--- src/rtl/uart_rx_pkg.sv ---
// Shared types and parameter helpers for the 8N1 UART receiver.
package uart_rx_pkg;

  typedef enum logic [1:0] {
    RX_IDLE  = 2'd0,
    RX_START = 2'd1,
    RX_DATA  = 2'd2,
    RX_STOP  = 2'd3
  } rx_state_e;

  // Clocks per oversample tick; the transmitter uses the same derivation.
  function automatic int calc_div(input int clock_frequency, input int baud_rate,
                                  input int oversample);
    return clock_frequency / (baud_rate * oversample);
  endfunction

endpackage

--- src/rtl/uart_rx_if.sv ---
// Byte output handshake and status of the UART receiver.
interface uart_rx_if;
  logic [7:0] RxDataOutput;
  logic       RxValid;
  logic       RxReady;
  logic       RxFrameError;
  logic       RxOverrun;
  logic       RxBusy;

  modport master (
    output RxDataOutput, RxValid, RxFrameError, RxOverrun, RxBusy,
    input  RxReady
  );

  modport slave (
    input  RxDataOutput, RxValid, RxFrameError, RxOverrun, RxBusy,
    output RxReady
  );
endinterface

--- src/rtl/uart_rx_tick_gen.sv ---
// Oversample tick generator: pulses Tick every DIV clocks, held at zero by Clear.
module uart_rx_tick_gen #(
  parameter int DIV = 10
) (
  input  logic Clk,
  input  logic Reset,
  input  logic Clear,
  output logic Tick
);
  localparam int CW = (DIV > 1) ? $clog2(DIV) : 1;
  localparam logic [CW-1:0] LAST = CW'(DIV - 1);

  logic [CW-1:0] cnt_q, cnt_d;

  always_comb begin
    cnt_d = cnt_q;
    if (Clear || (cnt_q == LAST)) begin
      cnt_d = '0;
    end else begin
      cnt_d = cnt_q + 1'b1;
    end
  end

  assign Tick = !Clear && (cnt_q == LAST);

  always_ff @(posedge Clk) begin
    if (Reset) begin
      cnt_q <= '0;
    end else begin
      cnt_q <= cnt_d;
    end
  end
endmodule

--- src/rtl/uart_rx.sv ---
// 8N1 UART receiver: oversampled, mid-bit majority vote, one-entry valid/ready output.
module uart_rx
  import uart_rx_pkg::*;
#(
  parameter int CLOCK_FREQUENCY = 1_000_000,
  parameter int BAUD_RATE       = 9600,
  parameter int OVERSAMPLE      = 16
) (
  input  logic Clk,
  input  logic Reset,
  input  logic RxWire,
  uart_rx_if.master rx
);
  localparam int DIV = calc_div(CLOCK_FREQUENCY, BAUD_RATE, OVERSAMPLE);
  localparam int M   = OVERSAMPLE / 2;
  localparam int SCW = $clog2(OVERSAMPLE);
  localparam logic [SCW-1:0] SC_LAST = SCW'(OVERSAMPLE - 1);
  localparam logic [SCW-1:0] SC_A    = SCW'(M - 1);
  localparam logic [SCW-1:0] SC_B    = SCW'(M);
  localparam logic [SCW-1:0] SC_C    = SCW'(M + 1);

  function automatic logic majority(input logic a, input logic b, input logic c);
    return (a & b) | (a & c) | (b & c);
  endfunction

  rx_state_e      state_q, state_d;
  logic           sync1_q, sync1_d, sync2_q, sync2_d, prev_q, prev_d;
  logic [SCW-1:0] sc_q, sc_d;
  logic [2:0]     idx_q, idx_d;
  logic [7:0]     shreg_q, shreg_d;
  logic           v0_q, v0_d, v1_q, v1_d, bit_q, bit_d;
  logic [7:0]     data_q, data_d;
  logic           valid_q, valid_d, fe_q, fe_d, ov_q, ov_d;
  logic           tick, maj, decide, bit_end;

  uart_rx_tick_gen #(.DIV(DIV)) u_tick (
    .Clk   (Clk),
    .Reset (Reset),
    .Clear (state_q == RX_IDLE),
    .Tick  (tick)
  );

  // Third vote is the live sample, so the decision lands on the sc == M+1 tick itself.
  assign maj     = majority(v0_q, v1_q, sync2_q);
  assign decide  = tick && (sc_q == SC_C);
  assign bit_end = tick && (sc_q == SC_LAST);

  always_comb begin
    state_d = state_q;
    sync1_d = RxWire;
    sync2_d = sync1_q;
    prev_d  = sync2_q;
    sc_d    = sc_q;
    idx_d   = idx_q;
    shreg_d = shreg_q;
    v0_d    = v0_q;
    v1_d    = v1_q;
    bit_d   = bit_q;
    data_d  = data_q;
    valid_d = valid_q;
    fe_d    = 1'b0;
    ov_d    = 1'b0;

    if (valid_q && rx.RxReady) begin
      valid_d = 1'b0;
    end

    if (tick) begin
      sc_d = (sc_q == SC_LAST) ? '0 : sc_q + 1'b1;
      if (sc_q == SC_A) v0_d = sync2_q;
      if (sc_q == SC_B) v1_d = sync2_q;
      if (decide)       bit_d = maj;
    end

    case (state_q)
      RX_IDLE: begin
        sc_d = '0;
        // Falling edge only: a line held low after a frame cannot retrigger.
        if (!sync2_q && prev_q) begin
          state_d = RX_START;
        end
      end
      RX_START: begin
        if (decide && maj) begin
          state_d = RX_IDLE;
        end else if (bit_end) begin
          state_d = RX_DATA;
          idx_d   = 3'd0;
        end
      end
      RX_DATA: begin
        if (bit_end) begin
          shreg_d = {bit_q, shreg_q[7:1]};
          idx_d   = idx_q + 3'd1;
          if (idx_q == 3'd7) begin
            state_d = RX_STOP;
          end
        end
      end
      RX_STOP: begin
        // Leave at mid stop bit so a slightly fast sender's next start edge is caught.
        if (decide) begin
          state_d = RX_IDLE;
          if (!maj) begin
            fe_d = 1'b1;
          end else if (!valid_q || rx.RxReady) begin
            data_d  = shreg_q;
            valid_d = 1'b1;
          end else begin
            ov_d = 1'b1;
          end
        end
      end
      default: state_d = RX_IDLE;
    endcase
  end

  always_ff @(posedge Clk) begin
    if (Reset) begin
      state_q <= RX_IDLE;
      sync1_q <= 1'b1;
      sync2_q <= 1'b1;
      prev_q  <= 1'b1;
      sc_q    <= '0;
      idx_q   <= 3'd0;
      shreg_q <= 8'h00;
      v0_q    <= 1'b0;
      v1_q    <= 1'b0;
      bit_q   <= 1'b0;
      data_q  <= 8'h00;
      valid_q <= 1'b0;
      fe_q    <= 1'b0;
      ov_q    <= 1'b0;
    end else begin
      state_q <= state_d;
      sync1_q <= sync1_d;
      sync2_q <= sync2_d;
      prev_q  <= prev_d;
      sc_q    <= sc_d;
      idx_q   <= idx_d;
      shreg_q <= shreg_d;
      v0_q    <= v0_d;
      v1_q    <= v1_d;
      bit_q   <= bit_d;
      data_q  <= data_d;
      valid_q <= valid_d;
      fe_q    <= fe_d;
      ov_q    <= ov_d;
    end
  end

  assign rx.RxDataOutput = data_q;
  assign rx.RxValid      = valid_q;
  assign rx.RxFrameError = fe_q;
  assign rx.RxOverrun    = ov_q;
  assign rx.RxBusy       = (state_q != RX_IDLE);
endmodule

--- src/flat_wrapper.sv ---
// flat-port wrapper written by rule: the top's interface ports become plain ports
module uart_rx_flat import uart_rx_pkg::*;
#(
  parameter int CLOCK_FREQUENCY = 1_000_000,
  parameter int BAUD_RATE       = 9600,
  parameter int OVERSAMPLE      = 16
)
  (Clk, Reset, RxWire, rx_RxDataOutput, rx_RxValid, rx_RxFrameError, rx_RxOverrun, rx_RxBusy, rx_RxReady);
  uart_rx_if rx_i ();
  input  logic Clk;
  input  logic Reset;
  input  logic RxWire;
  output wire logic [$bits(rx_i.RxDataOutput)-1:0] rx_RxDataOutput;
  output wire logic [$bits(rx_i.RxValid)-1:0] rx_RxValid;
  output wire logic [$bits(rx_i.RxFrameError)-1:0] rx_RxFrameError;
  output wire logic [$bits(rx_i.RxOverrun)-1:0] rx_RxOverrun;
  output wire logic [$bits(rx_i.RxBusy)-1:0] rx_RxBusy;
  input wire logic [$bits(rx_i.RxReady)-1:0] rx_RxReady;
  assign rx_RxDataOutput = rx_i.RxDataOutput;
  assign rx_RxValid = rx_i.RxValid;
  assign rx_RxFrameError = rx_i.RxFrameError;
  assign rx_RxOverrun = rx_i.RxOverrun;
  assign rx_RxBusy = rx_i.RxBusy;
  assign rx_i.RxReady = rx_RxReady;
  uart_rx #(.CLOCK_FREQUENCY(CLOCK_FREQUENCY), .BAUD_RATE(BAUD_RATE), .OVERSAMPLE(OVERSAMPLE)) u_core (.Clk(Clk), .Reset(Reset), .RxWire(RxWire), .rx(rx_i));
endmodule
--- config.mk ---
export PLATFORM = sky130hd
export DESIGN_NAME = uart_rx_flat
export DESIGN_NICKNAME = d
export VERILOG_FILES = /design/src/rtl/uart_rx_pkg.sv /design/src/rtl/uart_rx_if.sv /design/src/rtl/uart_rx_tick_gen.sv /design/src/rtl/uart_rx.sv /design/src/flat_wrapper.sv
export SDC_FILE = /design/constraint.sdc
export NUM_CORES = 1
export LEC_CHECK = 0
export ABC_CLOCK_PERIOD_IN_PS = 1400
export BUFFER_PORTS_ARGS = -buffer_cell sky130_fd_sc_hd__buf_2
export CORE_MARGIN = 3
export CORE_UTILIZATION = 51
export DETAILED_ROUTE_END_ITERATION = 8
export PLACE_DENSITY = 0.71
export SLEW_MARGIN = 10
export SYNTH_ARGS = -nofsm -noshare
export SYNTH_HDL_FRONTEND = slang
export SYNTH_SLANG_ARGS = --single-unit
--- constraint.sdc ---
create_clock -name Clk -period 1.4 [get_ports Clk]
set_input_delay 0.07 -clock Clk [delete_from_list [all_inputs] [get_ports Clk]]
set_output_delay 0.07 -clock Clk [all_outputs]
set_load 0.005 [all_outputs]
# Word level (Yosys, flattened, before mapping)

Index checks and enable logic that the tools add are counted.

Flip-flop bits (word level): 37
Latch bits: 0
RAM bits: 0
Memory bits (read-only): 0
Input bits: 4
Output and inout port bits: 12
Logic and storage cells: 86
Memories kept: 0

$add $sub $neg: 3
$mul: 0
Divide/modulo/power cells: 0
Magnitude comparators: 0
Equal/unequal tests: 16
Shift-type cells: 0
Mux-type cells: 19
Bitwise logic cells: 8
Reduce and logical (&&, ||, !) cells: 25

Operators with widths:

| operator              | number |
|---|---|
| $eq A4 B4 Y1 const B  | 3 |
| $mux W2               | 6 |
| $ne A2 B1 Y1 const B  | 5 |
| $mux W3               | 3 |
| $pmux W2 S4           | 1 |
| $reduce_and A2 Y1     | 4 |
| $reduce_and A4 Y1     | 2 |
| $mux W1               | 7 |
| $add A3 B1 Y3 const B | 2 |
| $eq A3 B3 Y1 const B  | 2 |
| $logic_and A1 B1 Y1   | 6 |
| $pmux W3 S2           | 1 |
| $reduce_and A5 Y1     | 1 |
| $add A4 B1 Y4 const B | 1 |
| $eq A2 B2 Y1 const B  | 2 |
| $eq A4 B3 Y1 const B  | 1 |
| $mux W4               | 1 |
| $reduce_bool A2 Y1    | 2 |
| $reduce_or A2 Y1      | 2 |
| $reduce_or A4 Y1      | 1 |
| $and A1 B1 Y1         | 3 |
| $logic_not A1 Y1      | 3 |
| $ne A3 B1 Y1 const B  | 1 |
| $not A1 Y1            | 3 |
| other kinds (6)       | 8 |

# Longest topological paths before layout

Gate-level depths: netlist (run 1).

Depth after elaboration: 7
Gate-level depth with buffers: 8
Depth with buffers taken out: 6

# Modules after synthesis

Synthesis (run 1) repeated with hierarchy kept, for this count alone.

Cells, all modules: 175
Area, all modules: 1652.8 sq um

Modules (own cells, without submodules):

| module           | instances | cells an instance | area each (sq um) | seq. area each (sq um) |
|---|---|---|---|---|
| uart_rx          | 1         | 161               | 1512.7            | 680.7 |
| uart_rx_tick_gen | 1         | 14                | 140.1             | 60.1 |

# Least setup slack after synthesis (run 1)

Ideal clock, no wire load.

Kind: register to register
From: reg u_core.u_tick.cnt_q[0]
To: reg u_core.shreg_q[3]
Library setup time: 0.128 ns
Arrival: 1.398 ns
Required time: 1.272 ns
Setup slack: -0.126 ns
Stages on the path, launching flop included: 7
Buffers on the path: 1
Period minus slack after synthesis: 1.526 ns
Cell sequence: dfxtp_1 > ha_1 > buf_4 > nand4_4 > nor3_4 > mux2i_1 > nor2_1

Longest elaborated chain between the ends: 4

Ends and longest elaborated chain:

| what                               | line                   | text |
|---|---|---|
| from (decl)                        | uart_rx_tick_gen.sv:13 | `logic [CW-1:0] cnt_q, cnt_d;` |
| from (signal assigned)             | uart_rx_tick_gen.sv:30 | `cnt_q <= cnt_d;` |
| $eq A3 B3 Y1                       | uart_rx_tick_gen.sv:24 | `assign Tick = !Clear && (cnt_q == LAST);` |
| $logic_and A1 B1 Y1                | uart_rx_tick_gen.sv:24 |  |
| $logic_and A1 B1 Y1                | uart_rx.sv:46          | `assign bit_end = tick && (sc_q == SC_LAST);` |
| $reduce_and A2 Y1 (no source line) | -                      |  |
| to (signal assigned)               | uart_rx.sv:141         | `shreg_q <= shreg_d;` |
| to (decl)                          | uart_rx.sv:30          | `logic [7:0] shreg_q, shreg_d;` |

No other way between the ends.
A chain may end at the register's enable or synchronous reset.

# Worst setup path in the final report (run 1)

From: reg u_core.sc_q[0]
To: reg u_core.shreg_q[1]

Longest elaborated chain between the ends: 3

Ends and longest elaborated chain:

| what                               | line           | text |
|---|---|---|
| from (decl)                        | uart_rx.sv:28  | `logic [SCW-1:0] sc_q, sc_d;` |
| from (signal assigned)             | uart_rx.sv:124 | `sc_q <= '0;` |
| from (signal assigned)             | uart_rx.sv:139 | `sc_q <= sc_d;` |
| $eq A4 B4 Y1                       | uart_rx.sv:46  |  |
| $logic_and A1 B1 Y1                | uart_rx.sv:46  |  |
| $reduce_and A2 Y1 (no source line) | -              |  |

No other way between the ends.

==> impl_results.md, run 1 <==
- Syn Area/Cell: 9.79 µm²
- Failing checks: setup timing
- R2R setup slack: -0.004 ns
- Core ar.: 0.00285 mm²
- ANT nets after route: 0
- RSZ-0062 raised after global routing: true
- Clock slew seen by the registers of the worst setup and hold paths: 0.11 ns
- Fin crit share: 1.00
- Design area: 0.00207 mm²
- Routed wire length: 3.26 mm
- Chip Height: 61.8 µm
- Placed cell count: 219
- Hold path depth: 2
- Pre-CTS setup slack: -0.0746 ns
- NumNets Final: 211
- Area Overhead vs Synth: 30.5%
- DR iter-0 viols: 83
- Die width: 61.8 µm
- Worst hold slack: 0.0847 ns
- Top fanout value on the critical path: 8
- First-pass GRT wire length: 5.17 mm
- Met1 GRT Util: 0.217
- Hold_sp: Reset
- Ys Warns: 0
- Netlist Area Pre-Place: 0.00159 mm²
- RR Startpoint: u_core.sc_q[0]
- Flops & latches, synth: 37
- TritonRoute pass-1 iters: 4
- Share of cells above drive strength 1: 0.383
- P_leak: 0.874 nW
- Slew headroom: 0.728
- Crit path capture type: flop
- GP Congestion: 0.808
- # IOs: 16
- Finish-stage setup viols: 1
- CTS tree: built
- Yosys cell types: 35
- Area post-placement: 0.00183 mm²
- Post-synth EDFFs: 0
- Critical path type: reg2reg
- Largest net degree at the start of global routing: 19
- Clock Skews: 0.00529 ns
- Total negative slack: -0.00386 ns
- Num CTS Buffers: 5
- Hold Path Class: in2reg
- Vias in the first global route: 1203
- CTS Sinks: 37
- Antenna violations before repair: 0
- Fillers: 217
- Crit path arrival time: 1.63 ns
- Worst-Margin Slew: 0.408 ns
- Worst Path Required: 1.63 ns
- Top cell type's share of synthesized area: 0.467
- Outcome: finished with violations
- Syn Inst Count: 162
- GRT Total Usage: 0.187
- GR Layer Usage met2: 0.312
- DRC: 0
- Port Buffer Count: 15
- Max cap viols: 0
- Bufs on Longest Clock Path: 2
- Startpoint Class: flop
- Max IR drop VDD: 0.838 mV
- Biggest area consumer among synthesized cells: dfxtp_1
- Seq/Total Area, Yosys: 0.467
- Synth top area cells: dfxtp_1 (47%), mux2i_1 (11%), nor2_1 (5.9%), ha_1 (5.5%), a21oi_1 (2.2%)
- Utilization after layout: 0.726
- Post-DP HPWL: 2.21 mm
- Fin. Hold Viols: 0
- Synthesized Nets: 173
- Initial Utilization: 0.556
- Total congestion overflow: 0
- Maximum clock rate: 0.712 GHz
- Most used DFF post-synth: dfxtp_1
- GR Util met3: 0.0620
- Hold-critical path endpoint: u_core.v1_q
- Via count: 1256
- # diodes: 0
- CTS H-tree depth: 2
- Fin worst setup slack: -0.00386 ns
- Final Slew Violations: 0
- GRT Max-Usage Layer: met2
- Core Rows: 19
- Drt wl/cell: 14.0 µm
- P per Cell Area: 914 mW/mm²
- Multi-input logic area: 865 µm²
- FFs w/ async S/R, synth: 0
- Die area: 0.00382 mm²
- Worst-case reg-to-reg path depth: 6
- Fin cells: 232
- Via density: 5.41
- CTS Root Buffer Type: clkbuf_4
- RR Endpoint: u_core.shreg_q[1]
- Clk_lat worst skew: 0.33 ns
- Total Power: 1.89 mW
- Final Critical Period: 1.40 ns
- Register area: 756 µm²
-- layer usage --
metal / vias to the layer above / part of all wire
met2: 27 / 0.50
met5: - / 0
met4: 0 / 0.0089
met3: 5 / 0.043
met1: 591 / 0.45
li1: 633 / -
-- critical path, cell delays in order (launching register included) --
cell     delay (ns)
dfxtp_4        0.40
ha_4           0.16
nand2_4        0.07
nor3_4         0.21
buf_12         0.16
mux2i_1        0.22
nor2_1         0.07
-- flip-flops by register name (all words and copies together) (netlist names), named ones only --
name                    flops
u_core.rx.RxValid           1
u_core.v0_q                 1
u_core.u_tick.cnt_q         3
u_core.idx_q                3
u_core.rx.RxFrameError      1
u_core.rx.RxDataOutput      8
u_core.state_q              1
u_core.v1_q                 1
u_core.sc_q                 4
u_core.sync1_q              1
u_core.rx.RxOverrun         1
u_core.prev_q               1
u_core.bit_q                1
u_core.shreg_q              8
u_core.prev_d               1
-- cells by family after synthesis --
kind of cell / count (synthesis) / synth area share
AOI/OAI and AO/OA: 17 / 0.0733
adders and majority gates: 8 / 0.0615
and+or+nand+nor: 65 / 0.221
xor gates and xnor gates: 2 / 0.0110
muxes: 18 / 0.114
DFF: 37 / 0.467
buffers and inverters: 15 / 0.0528
-- where the power goes --
| part | internal [mW] | switching, mW | total, mW |
|---|---|---|---|
| combinational | 0.0260 | 0.0313 | 0.0574 |
| sequential | 1.05 | 0.00589 | 1.06 |
| clock | 0.424 | 0.350 | 0.774 |
| total | 1.51 | 0.387 | 1.89 |
-- synthesized netlist by cell type (2+ instances only) --
cell and n:
clkbuf_1 3, mux2i_1 18, dfxtp_1 37, nor2_1 25
nor2b_1 3, nand2_1 6, o32ai_1 2, buf_4 4
nor4_1 2, nand3b_1 3, nand2b_1 5, nor3_1 7
nand3_1 4, a21oi_1 7, or2_2 4, a22oi_1 2
inv_1 6, ha_1 7
-- layout by cell type (no fill, tap or decap), types with 4 or more instances in the layout --
cell,synthesis,routed
or2_2,4,4
nor2_1,25,25
a21oi_1,7,7
dfxtp_1,37,29
inv_1,6,4
nor3_1,7,7
buf_4,4,20
ha_1,7,4
mux2i_1,18,16
nand2_1,6,5
dfxtp_2,0,6
buf_2,1,15
nand2b_1,5,5
clkbuf_4,0,5
-- cell type report --
type	count	share of cell area
Sequential cell	37	0.365
Inverter	6	0.0121
Timing Repair Buffer	40	0.144
Tap cell	31	0.0187
Clock buffer	6	0.0248
Clock inverter	2	0.0181
Multi-Input combinational cell	110	0.418
-- worst max-delay path by stage --
| stage | start | to | slack [ns] | depth (start not counted) |
|---|---|---|---|---|
| after global routing | u_core.sc_q[1] | u_core.rx.RxDataOutput[3] | -0.07 | 7 |
| after global placement | u_core.sc_q[1] | u_core.state_q[0] | -0.01 | 5 |
| final | u_core.sc_q[0] | u_core.shreg_q[1] | -0.004 | 6 |
| after floorplan | u_core.u_tick.cnt_q[0] | u_core.shreg_q[3] | -0.09 | 6 |
| after CTS | u_core.u_tick.cnt_q[1] | u_core.shreg_q[3] | -0.03 | 7 |
| after detailed placement | u_core.sc_q[0] | u_core.state_q[0] | -0.07 | 5 |
-- what timing repair did --
item	in CTS	in global routing
resized for setup	9	19
cloned	0	0
setup buffers	2	2
hold buffers	1	0
hold endpoints to repair	1	0
setup endpoints to repair	21	26
pin swaps	3	17
Power figures use the tool's default switching activity.
==> run 2: changes to the inputs <==
--- a/config.mk
+++ b/config.mk
@@ -11,6 +11,7 @@
 export CORE_UTILIZATION = 51
 export DETAILED_ROUTE_END_ITERATION = 8
 export PLACE_DENSITY = 0.71
+export SETUP_SLACK_MARGIN = 0.1
 export SLEW_MARGIN = 10
 export SYNTH_ARGS = -nofsm -noshare
 export SYNTH_HDL_FRONTEND = slang
==> run 2 against run 1 <==
  * The flow still finishes with violations (setup timing)
  * Design area grew 3.5%
  * Critical path depth grew 1
  * Clock power decreased by 2%
  * Worst setup slack improved by 0.0015 ns
  * Sequential cell count did not move
  * Highest routed layer unchanged
  * Critical path type unchanged
  * First-iteration DRC count down 42%
  * Non-clock buffer count is 2 higher
==> impl_results.md, run 2 (same netlist as run 1, synthesis figures left out) <==
- Failing checks: setup timing
- ANT nets after route: 0 (unchanged)
- Crit path arrival time: 1.64 ns (about the same)
- Area Overhead vs Synth: 35.1%
- Top fanout value on the critical path: 8 (unchanged)
- Hold path depth: 2 (unchanged)
- GP Congestion: 0.822 (+1.7%)
- # diodes: 0 (unchanged)
- DR iter-0 viols: 48 (-42%)
- Final Critical Period: 1.40 ns (-0.00151 ns)
- Vias in the first global route: 1211 (+0.67%)
- Clock Skews: 0.00803 ns (+0.00275 ns)
- Share of cells above drive strength 1: 0.443 (+0.0603)
- Core ar.: 0.00285 mm² (unchanged)
- Slew headroom: 0.727 (about the same)
- CTS H-tree depth: 2 (unchanged)
- Post-DP HPWL: 2.30 mm (+4.1%)
- Fin crit share: 1.00 (-0.00108)
- Critical path type: reg2reg
- Buf+Inv Stages, Crit Path: 2 (+1)
- DRC: 0 (unchanged)
- GR Layer Usage met2: 0.332 (+0.0194)
- Worst-Margin Slew: 0.407 ns (-0.000356 ns)
- P_leak: 0.909 nW (+4.0%)
- Clock slew seen by the registers of the worst setup and hold paths: 0.10 ns (about the same)
- Pre-CTS setup slack: -0.0582 ns (+0.0164 ns)
- RSZ-0062 raised after global routing: true
- Num CTS Buffers: 5 (unchanged)
- GRT Max-Usage Layer: met2
- Placed cell count: 220 (+0.46%)
- Largest net degree at the start of global routing: 21 (+2)
- Antenna violations before repair: 0 (unchanged)
- Fin cells: 234 (+0.86%)
- Drt wl/cell: 14.5 µm (+3.2%)
- Max cap viols: 0 (unchanged)
- Chip Height: 61.8 µm (unchanged)
- Port Buffer Count: 15 (unchanged)
- Crit path capture type: flop
- GRT Total Usage: 0.193 (+0.00563)
- Fin. Hold Viols: 0 (unchanged)
- Met1 GRT Util: 0.218 (+0.000390)
- CTS tree: built
- Initial Utilization: 0.556 (unchanged)
- Total congestion overflow: 0 (unchanged)
- CTS Root Buffer Type: clkbuf_4
- Crit path cell chain: inv_2, ha_4, nand3b_1, nand4bb_4, buf_12, mux2i_1, nor2_1
- Slowest cell on crit path: dfxtp_2
- Clk_lat worst skew: 0.34 ns (about the same)
- Outcome: finished with violations
- Worst-case reg-to-reg path depth: 7 (+1)
- Maximum clock rate: 0.713 GHz (+0.11%)
- Fin worst setup slack: -0.00235 ns (+0.00151 ns)
- WP depth: 7 (+1)
- Core Rows: 19 (unchanged)
- Most frequent cells in the layout: dfxtp_1 (28), nor2_1 (24), buf_4 (21)
- Crit path max-delay family: simple AND/OR/NAND/NOR gates
- Startpoint Class: flop
- GR Util met3: 0.0599 (-0.00207)
- Die area: 0.00382 mm² (unchanged)
- NumNets Final: 213 (+0.95%)
- First-pass GRT wire length: 5.24 mm (+1.3%)
- Die width: 61.8 µm (unchanged)
- TritonRoute pass-1 iters: 4 (unchanged)
- Max IR drop VDD: 0.837 mV (about the same)
- P per Cell Area: 876 mW/mm² (-4.1%)
- Hold Path Class: in2reg
- Final Slew Violations: 0 (unchanged)
- CTS Sinks: 37 (unchanged)
- # IOs: 16 (unchanged)
- CP peak stage delay: 0.35 ns (-0.05 ns)
- Finish-stage setup viols: 1 (unchanged)
- Commonest non-fill, non-tap cell in the layout: dfxtp_1
- Worst Path Required: 1.64 ns (about the same)
- Via density: 5.41 (about the same)
- Bufs on Longest Clock Path: 2 (unchanged)
- Via count: 1266 (+0.80%)
- Routed wire length: 3.39 mm (+4.1%)
run 2: power breakdown:
part | total (mW) | switching [mW] | internal (mW)
sequential | 1.06 | 0.00634 | 1.05
combinational | 0.0630 | 0.0349 | 0.0281
clock | 0.755 | 0.328 | 0.426
total | 1.88 | 0.369 | 1.51
run 2: worst register-to-register path: stages, from the launching register on:
cell and delay [ns]:
dfxtp_2 0.35, inv_2 0.09, ha_4 0.13, nand3b_1 0.10, nand4bb_4 0.25, buf_12 0.16
mux2i_1 0.16, nor2_1 0.05
run 2: final cells by class:
class,instances,area (µm²)
flip-flops and latches,37,757
inverters,6,22.5
well taps,31,38.8
fillers,198,709
clock buffers,7,55.1
repair buffers,42,317
multi-input cells,110,923
clock inverters,1,30.0
run 2: repair_timing:
action / CTS / global route
pin swaps: 8 / 17
setup buffers: 3 / 2
hold endpoints to repair: 1 / 0
hold buffers: 1 / 0
setup endpoints to repair: 24 / 31
gates resized for setup: 16 / 27
run 2: path summary, 6_finish.rpt:
kind              slack (ns)                        end           start
hold reg to reg         0.43              u_core.prev_d  u_core.sync1_q
setup reg to reg      -0.002  u_core.rx.RxDataOutput[6]  u_core.sc_q[1]
hold / removal          0.09          u_core.shreg_q[2]           Reset
setup / recovery      -0.002  u_core.rx.RxDataOutput[6]  u_core.sc_q[1]
run 2: stage by stage:
stage | utilization | TNS [ns] | cell area [µm²] | total power [mW] | hold WS, ns
6_report | 0.751 | -0.00235 | 2140 | 1.88 | 0.0944
5_1_grt | 0.751 | -1.01 | 2140 | 1.94 | 0.108
4_1_cts | 0.706 | 0 | 2010 | 1.89 | 0.0990
3_5_place_dp | 0.644 | -0.242 | 1840 | 1.14 | 0.263
3_3_place_gp | 0.644 | -0.0792 | 1840 | 1.14 | 0.257
2_1_floorplan | - | -0.661 | 1610 | 1.13 | 0.174
run 2: routing by layer:
metal	wire [µm]	vias to the layer above
li1	-	640
met1	1410	593
met2	1780	28
met3	160	5
met4	42	0
met5	0	-
==> run 3: changes to the inputs <==
--- a/config.mk
+++ b/config.mk
@@ -7,6 +7,7 @@
 export LEC_CHECK = 0
 export ABC_CLOCK_PERIOD_IN_PS = 1400
 export BUFFER_PORTS_ARGS = -buffer_cell sky130_fd_sc_hd__buf_2
+export CORE_ASPECT_RATIO = 0.9
 export CORE_MARGIN = 3
 export CORE_UTILIZATION = 51
 export DETAILED_ROUTE_END_ITERATION = 8
==> run 3 against run 2 <==
  * The flow still finishes with violations (setup timing)
  * Maximum frequency down 2.3%
  * Final cell count grew 2.6%
  * Hold slack improved by 0.015 ns
  * Register-to-register slack lost 0.03 ns
  * Critical path depth fell by 1
  * Sequential power is essentially flat
  * Largest cell class unchanged
==> impl_results.md, run 3 (same netlist as run 1, synthesis figures left out) <==
- Outcome: finished with violations
- Failing checks: setup timing
- Worst Path Required: 1.62 ns (-0.02 ns)
- Fin crit share: 1.03 (+0.0239)
- Share of cells above drive strength 1: 0.395 (-0.0483)
- Sw Pwr: 0.362 mW (-2.1%)
- Via density: 5.33 (-1.5%)
- Num CTS Buffers: 5 (unchanged)
- Maximum clock rate: 0.696 GHz (-2.3%)
- Total congestion overflow: 0 (unchanged)
- Final Critical Period: 1.44 ns (+0.0335 ns)
- TritonRoute pass-1 iters: 4 (unchanged)
- Worst-Margin Slew: 0.379 ns (-0.0279 ns)
- Max IR drop VDD: 0.639 mV (-24%)
- Largest net degree at the start of global routing: 20 (-4.8%)
- Total negative slack: -0.0391 ns (-0.0368 ns)
- Commonest non-fill, non-tap cell in the layout: dfxtp_1
- Port Buffer Count: 15 (unchanged)
- Initial Utilization: 0.555 (-0.00146)
- Drt wl/cell: 14.6 µm (+0.69%)
- Finish-stage setup viols: 2 (+1)
- Crit path arrival time: 1.66 ns (+0.02 ns)
- Die width: 64.8 µm (+4.9%)
- RSZ-0062 raised after global routing: true
- Antenna violations before repair: 0 (unchanged)
- CTS Root Buffer Type: clkbuf_4
- GP Congestion: 0.913 (+11%)
- Worst-case reg-to-reg path depth: 6 (-1)
- Clock Power Share: 0.307 (-0.095)
- Clk_lat worst skew: 0.33 ns (about the same)
- # diodes: 0 (unchanged)
- Clock slew seen by the registers of the worst setup and hold paths: 0.10 ns (about the same)
- Die area: 0.00382 mm² (about the same)
- CTS H-tree depth: 2 (unchanged)
- Fin worst setup slack: -0.0358 ns (-0.0335 ns)
- Seq pwr share: 0.656 (+0.091)
- Logic gate share of total power: 0.037 (+0.003)
- Final Slew Violations: 0 (unchanged)
- Fin. Hold Viols: 0 (unchanged)
- Design area: 0.00203 mm² (-5.1%)
- P per Cell Area: 794 mW/mm² (-9.4%)
- Critical path type: reg2reg
- Top fanout value on the critical path: 5 (-3)
- GRT Total Usage: 0.201 (+0.00868)
- Core Rows: 18 (-1)
- Post-DP HPWL: 2.38 mm (+3.6%)
- Slew headroom: 0.747 (+0.0193)
- NumNets Final: 212 (-0.47%)
- First-pass GRT wire length: 5.75 mm (+9.7%)
- P_leak: 0.867 nW (-4.6%)
- Bufs on Longest Clock Path: 2 (unchanged)
- # IOs: 16 (unchanged)
- Area post-placement: 0.00182 mm² (-0.89%)
- Utilization after layout: 0.711 (-0.0400)
- CTS Sinks: 37 (unchanged)
- Core ar.: 0.00286 mm² (+0.26%)
- Chip Height: 58.9 µm (-4.6%)
- Int Power: 1.25 mW (-17%)
- Via count: 1279 (+1.0%)
- Clock Skews: 0.00512 ns (-0.00291 ns)
- Hold path depth: 2 (unchanged)
- Hold Path Class: in2reg
- ANT nets after route: 0 (unchanged)
- DR iter-0 viols: 46 (-4.2%)
- Area Overhead vs Synth: 28.2%
- Switching Share: 0.224 (+0.0271)
- Most frequent cells in the layout: dfxtp_1 (28), nor2_1 (24), buf_4 (22)
- Vias in the first global route: 1266 (+4.5%)
- Routed wire length: 3.50 mm (+3.3%)
- CTS tree: built
- Crit path capture type: flop
- DRC: 0 (unchanged)
- Startpoint Class: flop
- Fillers: 224 (+13%)
- Max cap viols: 0 (unchanged)
## run 3: cell count changes in the layout (fill, tap and decap cells not counted), moves of 2 or more
cell | before | now
nor3_1 | 3 | 6
a21oi_1 | 5 | 7
a21oi_2 | 2 | 0
a22oi_1 | 0 | 2
a22oi_2 | 2 | 0
nand2_1 | 3 | 5
nor3_2 | 3 | 1
## run 3: worst paths after layout
| kind | to | slack, ns | start |
|---|---|---|---|
| worst max-delay path | u_core.state_q[0] | -0.04 | u_core.u_tick.cnt_q[1] |
| worst min-delay path | u_core.shreg_q[5] | 0.11 | Reset |
| worst max register to register | u_core.state_q[0] | -0.04 | u_core.u_tick.cnt_q[1] |
| worst min register to register | u_core.prev_d | 0.44 | u_core.sync1_q |
## run 3: through the flow
| stage | cells | power, mW | setup slack (ns) | hold WS (ns) |
|---|---|---|---|---|
| 2_1_floorplan | 162 | 1.13 | -0.0888 | 0.174 |
| 3_5_place_dp | 227 | 1.14 | -0.0621 | 0.259 |
| 6_report | 240 | 1.62 | -0.0358 | 0.110 |
| 4_1_cts | 239 | 1.62 | -0.00178 | 0.105 |
| 5_1_grt | 240 | 1.67 | -0.0906 | 0.118 |
| 3_3_place_gp | 227 | 1.14 | 0.00797 | 0.256 |
## run 3: critical path, stage by stage, from the launching register on
cell and delay, ns:
dfxtp_2 0.34, inv_2 0.06, ha_4 0.16, o2111a_2 0.27
nand3_2 0.13, a311oi_2 0.30, nor4_1 0.07
## run 3: area by class of cell
type	instances	area, µm²	area share
multi-input cells	110	870	0.427
flip-flops and latches	37	757	0.372
repair buffers	41	293	0.144
well taps	40	50.0	0.0246
clock buffers	5	37.5	0.0185
inverters	6	22.5	0.0111
clock inverters	1	5.00	0.00246
## run 3: repair_timing
item | 4_1_cts | 5_1_grt
cloned | 0 | 0
endpoints found under the setup margin | 25 | 30
hold buffers | 1 | 0
setup buffers | 5 | 1
pin swaps | 7 | 10
endpoints found under the hold margin | 1 | 0
resized for setup | 20 | 10
## run 3: power by group through the flow
stage / registers, mW / logic [mW] / clock network [mW]
floorplan: 1.09 / 0.0394 / 0
CTS: 1.06 / 0.0561 / 0.502
detailed placement: 1.09 / 0.0521 / 0
global route: 1.06 / 0.0652 / 0.542
finish: 1.06 / 0.0594 / 0.496
global placement: 1.09 / 0.0496 / 0
## run 3: per-layer routing
layer / up-vias / share of wire / GRT usage
met2: 24 / 0.50 / 0.345
met4: 0 / 0.014 / 0.0994
met3: 5 / 0.031 / 0.0553
met1: 618 / 0.45 / 0.232
met5: - / 0 / 0
li1: 632 / - / -
